[src/rtl/muldiv_unit.sv]
// -----------------------------------------------------------------------------
// muldiv_unit
//   Iterative multiply/divide unit with architectural HI/LO registers.
//   Multiply is shift-add, divide is restoring; both take one operand bit per
//   cycle, so the unit is busy for WIDTH cycles plus one completion cycle.
//   Operands are reduced to magnitudes when accepted and the sign is fixed up
//   on the final step, so the iteration core is purely unsigned.
//
// Build option:
//   MULDIV_DIV_EN  When defined, the divider is built.
//                  When undefined, divide requests are never accepted and
//                  div_by_zero is tied low.
//
// Ports:
//   clk          rising-edge clock
//   reset        synchronous active-high reset (priority over everything)
//   start        request an operation, sampled only while ready
//   is_div       0 = multiply, 1 = divide (sampled with start)
//   m_signed     1 = two's-complement operands (sampled with start)
//   src_a        multiplicand / dividend
//   src_b        multiplier / divisor
//   hi_we/lo_we  write wr_data into HI/LO (only while ready)
//   wr_data      HI/LO write data
//   ready        idle, able to accept start
//   busy         ~ready, used as a pipeline stall
//   done         one-cycle completion pulse
//   div_by_zero  valid with done: divide with zero divisor
//   hi, lo       architectural HI/LO registers
// -----------------------------------------------------------------------------
module muldiv_unit #(
    parameter int WIDTH = 32
) (
    input  logic             clk,
    input  logic             reset,
    input  logic             start,
    input  logic             is_div,
    input  logic             m_signed,
    input  logic [WIDTH-1:0] src_a,
    input  logic [WIDTH-1:0] src_b,
    input  logic             hi_we,
    input  logic             lo_we,
    input  logic [WIDTH-1:0] wr_data,
    output logic             ready,
    output logic             busy,
    output logic             done,
    output logic             div_by_zero,
    output logic [WIDTH-1:0] hi,
    output logic [WIDTH-1:0] lo
);

    localparam int CW = $clog2(WIDTH);

    typedef enum logic [1:0] {IDLE, RUN, FIN} state_t;

    state_t           state_reg, state_next;
    logic [CW-1:0]    cnt_reg;
    // acc_reg: running upper product / partial remainder
    // low_reg: multiplier bits shifting out / dividend bits shifting out,
    //          quotient bits shifting in
    logic [WIDTH-1:0] acc_reg, acc_next;
    logic [WIDTH-1:0] low_reg, low_next;
    logic [WIDTH-1:0] opb_reg;          // multiplicand or divisor magnitude
    logic             neg_res_reg;      // product / quotient must be negated
    logic [WIDTH-1:0] hi_reg, lo_reg;
    logic [WIDTH-1:0] res_hi, res_lo;

    logic [WIDTH-1:0] a_mag, b_mag;
    logic             accept, last_step;

    logic [WIDTH:0]     mul_sum;
    logic [2*WIDTH-1:0] prod_raw, prod_fix;

`ifdef MULDIV_DIV_EN
    logic             div_reg;
    logic             neg_rem_reg;      // remainder follows dividend sign
    logic             dz_reg;
    logic [WIDTH-1:0] a_orig_reg;       // returned in HI on divide by zero
    logic [WIDTH:0]   rem_shift;
    logic [WIDTH+1:0] rem_diff;
    logic [WIDTH-1:0] div_acc, div_low;
    assign accept = (state_reg == IDLE) && start;
`else
    assign accept = (state_reg == IDLE) && start && !is_div;
`endif

    assign a_mag     = (m_signed && src_a[WIDTH-1]) ? -src_a : src_a;
    assign b_mag     = (m_signed && src_b[WIDTH-1]) ? -src_b : src_b;
    assign last_step = (state_reg == RUN) && (cnt_reg == CW'(WIDTH - 1));

    // ---------------------------------------------------------------- FSM
    always_comb begin
        state_next = state_reg;
        case (state_reg)
            IDLE:    if (accept)    state_next = RUN;
            RUN:     if (last_step) state_next = FIN;
            FIN:     state_next = IDLE;
            default: state_next = IDLE;
        endcase
    end

    assign ready = (state_reg == IDLE);
    assign busy  = ~ready;
    assign done  = (state_reg == FIN);
    assign hi    = hi_reg;
    assign lo    = lo_reg;

`ifdef MULDIV_DIV_EN
    assign div_by_zero = done && dz_reg;
`else
    assign div_by_zero = 1'b0;
`endif

    // ---------------------------------------------------------- datapath
    always_comb begin
        // Shift-add step: add multiplicand when the current multiplier bit
        // is set, then shift {carry, acc, low} right by one.
        mul_sum  = {1'b0, acc_reg} + {1'b0, (low_reg[0] ? opb_reg : {WIDTH{1'b0}})};
        acc_next = mul_sum[WIDTH:1];
        low_next = {mul_sum[0], low_reg[WIDTH-1:1]};

        prod_raw = {acc_next, low_next};
        prod_fix = neg_res_reg ? -prod_raw : prod_raw;
        res_hi   = prod_fix[2*WIDTH-1:WIDTH];
        res_lo   = prod_fix[WIDTH-1:0];

`ifdef MULDIV_DIV_EN
        // Restoring step: bring in next dividend bit, subtract divisor if it
        // fits; the extra top bit of rem_diff is the borrow.
        rem_shift = {acc_reg, low_reg[WIDTH-1]};
        rem_diff  = {1'b0, rem_shift} - {2'b00, opb_reg};
        if (!rem_diff[WIDTH+1]) begin
            div_acc = rem_diff[WIDTH-1:0];
            div_low = {low_reg[WIDTH-2:0], 1'b1};
        end else begin
            div_acc = rem_shift[WIDTH-1:0];
            div_low = {low_reg[WIDTH-2:0], 1'b0};
        end
        if (div_reg) begin
            acc_next = div_acc;
            low_next = div_low;
            if (dz_reg) begin
                res_hi = a_orig_reg;
                res_lo = {WIDTH{1'b1}};
            end else begin
                // most-negative / -1 falls out naturally: the magnitude
                // quotient 2^(W-1) is its own negation.
                res_hi = neg_rem_reg ? -div_acc : div_acc;
                res_lo = neg_res_reg ? -div_low : div_low;
            end
        end
`endif
    end

    always_ff @(posedge clk) begin
        if (reset) begin
            state_reg   <= IDLE;
            cnt_reg     <= '0;
            acc_reg     <= '0;
            low_reg     <= '0;
            opb_reg     <= '0;
            neg_res_reg <= 1'b0;
            hi_reg      <= '0;
            lo_reg      <= '0;
`ifdef MULDIV_DIV_EN
            div_reg     <= 1'b0;
            neg_rem_reg <= 1'b0;
            dz_reg      <= 1'b0;
            a_orig_reg  <= '0;
`endif
        end else begin
            state_reg <= state_next;
            if (state_reg == IDLE) begin
                if (hi_we) hi_reg <= wr_data;
                if (lo_we) lo_reg <= wr_data;
                if (accept) begin
                    cnt_reg     <= '0;
                    acc_reg     <= '0;
                    low_reg     <= a_mag;
                    opb_reg     <= b_mag;
                    neg_res_reg <= m_signed && (src_a[WIDTH-1] ^ src_b[WIDTH-1]);
`ifdef MULDIV_DIV_EN
                    div_reg     <= is_div;
                    neg_rem_reg <= m_signed && src_a[WIDTH-1];
                    dz_reg      <= is_div && (src_b == '0);
                    a_orig_reg  <= src_a;
`endif
                end
            end else if (state_reg == RUN) begin
                acc_reg <= acc_next;
                low_reg <= low_next;
                cnt_reg <= cnt_reg + 1'b1;
                if (last_step) begin
                    hi_reg <= res_hi;
                    lo_reg <= res_lo;
                end
            end
        end
    end

endmodule

[config.mk]
export PLATFORM = sky130hd
export DESIGN_NAME = muldiv_unit
export DESIGN_NICKNAME = d
export VERILOG_FILES = /design/src/rtl/muldiv_unit.sv
export SDC_FILE = /design/constraint.sdc
export NUM_CORES = 1
export LEC_CHECK = 0
export ABC_CLOCK_PERIOD_IN_PS = 12000
export CELL_PAD_IN_SITES_DETAIL_PLACEMENT = 1
export CELL_PAD_IN_SITES_GLOBAL_PLACEMENT = 2
export CORE_UTILIZATION = 35
export CTS_BUF_LIST = sky130_fd_sc_hd__clkbuf_8
export DETAILED_ROUTE_END_ITERATION = 6
export MAX_ROUTING_LAYER = met4
export PLACE_DENSITY = 0.85
export SETUP_SLACK_MARGIN = 0.5
export SLEW_MARGIN = 20
export SYNTH_ARGS = -nofsm -noshare
export SYNTH_HDL_FRONTEND = slang
export SYNTH_SLANG_ARGS = --single-unit
[constraint.sdc]
create_clock -name clk -period 12 [get_ports clk]
set_input_delay 2.4 -clock clk [delete_from_list [all_inputs] [get_ports clk]]
set_output_delay 2.4 -clock clk [all_outputs]
set_load 0.02 [all_outputs]
==> flow_summary.yaml <==
grt:
  antenna_found_initial: 2
  grt-ovfl-total: 0
  gr-usage-all-layers_pct: 26.5
  grt_pass1_wl_um: 68100
  grt_max_degree: 88
  grt_pass1_vias: 11700
detailed_routing:
  viasPerCell: 5.70
  drt_wl_total_um: 44100
  dr_total_vias: 12100
  post_drt_wl_per_cell_um: 20.7
  antenna_left: 0
  drcViolationCount: 0
  initialDrtViolationCount: 809
  drtPass1Iterations: 5
placement:
  hpwl_um: 34100
  place_area_mm2: 0.0137
  port_buffers: 169
  place_congestion: 0.937
yosys:
  ys_top_cells_by_count: "nor2_1 (241), dfxtp_1 (168), a21oi_1 (157)"
  ys_top_cells_by_area: "dfxtp_1 (29%), nor2_1 (7.7%), a21oi_1 (6.7%)"
  synth_area_mm2: 0.0118
  syn_nets: 1722
  avgSynthCellArea_um2: 7.46
  synth_seq_cells: 168
  synth_cells: 1581
  ys_types: 81
  synth-main-ff-cell: "dfxtp_1"
  ys_warn_count: 0
  yosysSeqAreaShare_pct: 28.5
  synthArstFlopShare_pct: 0
  synth_top_cell_area_share_pct: 28.5
  synth_most_common_cell: "nor2_1"
  synth_edf_count: 0
  synth_top_cell_by_area: "dfxtp_1"
die:
  initial_core_util_pct: 35.9
  ios: 171
  die_h_um: 186
  core_area_mm2: 0.0329
  num_rows: 66
  die_w_um: 186
  dieArea_mm2: 0.0345
sta:
  finalHoldViolations: 0
  period_share_pct: 45.9
  finalSetupViolCount: 0
  maxSlewHeadroom_pct: 29.9
  finalSetupTns_ns: 0
  min_period_ns: 5.50
  rsz0062_at_grt: "false"
  skew_ns: 0.0187
  fmax_mhz: 182
  tightest_slew_ns: 1.04
  drv_slew: 0
power_and_ir_drop:
  p_sw_uw: 529
  p_int_uw: 1020
  p_leak_uw: 0.00514
  pwr-share-clk_pct: 31.3
  ir_drop_uv: 80.2
  power.density_mw_per_mm2: 109
  sw_frac_of_total_pct: 34.2
  power.share.combinational_pct: 27.3
  pwr-share-seq_pct: 41.3
setup_path:
  cp_max_fo: 33
  startpoint_type: "flip-flop"
  cp.required_ns: 12.37
  criticalPathCategory: "reg2reg"
  critical_path.cell_chain: "and2_1 > ha_1 > fa_1 > a211oi_1 > o211ai_1 > a21oi_1 > xor2_1 > o211a_1 > nand4_2 > nor4_1 > a41oi_1 > xnor2_1 > a2111oi_0"
  cp.arrival_ns: 5.87
  cp.buffers_inverters: 0
  cp-end-kind: "flip-flop"
  cp_top_family: "compound AO/OA/AOI/OAI gates"
  crit_path_max_incr_delay_ns: 0.96
  slowest_stage: "nor4_1"
run_status:
  status: "completed"
clocking:
  cts-root-buf: "clkbuf_8"
  cts_inserted_buffers: 17
  clockBufferDepth: 2
  cts_hold_buf: 0
  cts_sinks: 168
  cts_tree: "yes"
  clkLatencyLatePin_ns: 0.49
  htree_levels: 4
  clkTransAtPathRegs_ns: 0.10
  cts_resized: 0
  cts_setup_buffers: 0
final_layout:
  syn2layout_area_growth_pct: 19.8
  final_area_mm2: 0.0141
  final_layout_size_suffix_gt1_share_pct: 4.58
  final_nets: 1812
  fillers: 4126
job:
  cap_violations: 0
min_path:
  hold_class: "reg2reg"
==> per-stage QoR <==
stage	power, µW	std cells	hold WS [ns]	util (%)	setup WS (ns)
CTS	1550	2125	0.468	43.0	6.56
floorplan	899	1581	0.432	-	7.37
global placement	1060	2094	0.446	41.6	6.52
detailed placement	1070	2094	0.454	41.6	6.43
global route	1620	2127	0.492	43.0	5.95
finish	1550	2127	0.464	43.0	6.50
==> placed cells by master, fill, tap and decap left out, types with 8 or more instances in the layout <==
master / count
and2_1: 45
nand4_1: 11
a21o_1: 13
inv_1: 20
or4_1: 12
o21ai_0: 80
xor2_1: 76
nor4_1: 14
nand3_1: 39
o31ai_1: 25
nand3b_1: 8
nor2_1: 240
o41ai_1: 18
ha_1: 37
nand2b_1: 10
xnor2_1: 53
clkbuf_8: 18
nand2_1: 127
a311oi_1: 29
a31oi_1: 10
and3_1: 11
clkdlybuf4s50_1: 168
nor3_1: 37
o21a_1: 8
a21oi_1: 157
or3_1: 21
dfxtp_1: 167
a211oi_1: 85
buf_4: 17
a22oi_1: 11
a211o_1: 8
==> worst register-to-register path: stages, from the launching register on <==
cell and delay (ns):
dfxtp_1 0.58, and2_1 0.27, ha_1 0.20, fa_1 0.42, a211oi_1 0.53, o211ai_1 0.37
a21oi_1 0.26, xor2_1 0.42, o211a_1 0.29, nand4_2 0.26, nor4_1 0.96, a41oi_1 0.25
xnor2_1 0.17, a2111oi_0 0.40
==> final timing paths <==
path	slack, ns	end	start	cells after the start
worst max-delay path	6.50	hi[31]	low_reg[0]	13
worst max register to register	6.50	hi[31]	low_reg[0]	13
worst min register to register	0.46	hi[8]	hi[8]	2
worst min-delay path	0.46	hi[8]	hi[8]	2
==> layout make-up <==
| type | instances | area [µm²] | area share, % |
|---|---|---|---|
| repair buffers | 185 | 1810 | 12.8 |
| inverters | 18 | 67.6 | 0.478 |
| well taps | 442 | 553 | 3.91 |
| clock inverters | 13 | 203 | 1.43 |
| flip-flops and latches | 168 | 3360 | 23.8 |
| clock buffers | 18 | 248 | 1.75 |
| multi-input cells | 1281 | 7890 | 55.8 |
| diodes | 2 | 5.00 | 0.0354 |
==> layer usage <==
| metal | vias up | wire length (µm) | part of all wire, % | global-route usage [%] |
|---|---|---|---|---|
| met5 | - | 0 | 0 | - |
| li1 | 5930 | - | - | - |
| met1 | 5880 | 22000 | 50 | 36.8 |
| met2 | 264 | 19800 | 45 | 40.5 |
| met4 | 0 | 969 | 2.2 | 7.41 |
| met3 | 44 | 1340 | 3.0 | 2.76 |
==> power by group through the flow <==
stage	Combinational, µW	Sequential, µW	Clock [µW]
after floorplan	241	658	0
after global placement	413	651	0
after detailed placement	421	652	0
after CTS	422	639	492
after global routing	461	645	513
final	423	639	484
==> cell families (layout without fill, tap and decap cells) <==
kind of cell	count (synthesis)	in the layout	share of synthesized area (%)
AO/OA/AOI/OAI	493	493	27.6
other	1	3	0.0318
flip-flops	168	168	28.5
XOR/XNOR	129	129	9.57
AND/OR/NAND/NOR	616	616	25.0
buffers and inverters	132	234	4.86
multiplexers	4	4	0.339
adder cells (fa/ha/maj)	38	38	4.09
(Power assumes the default switching activity.)
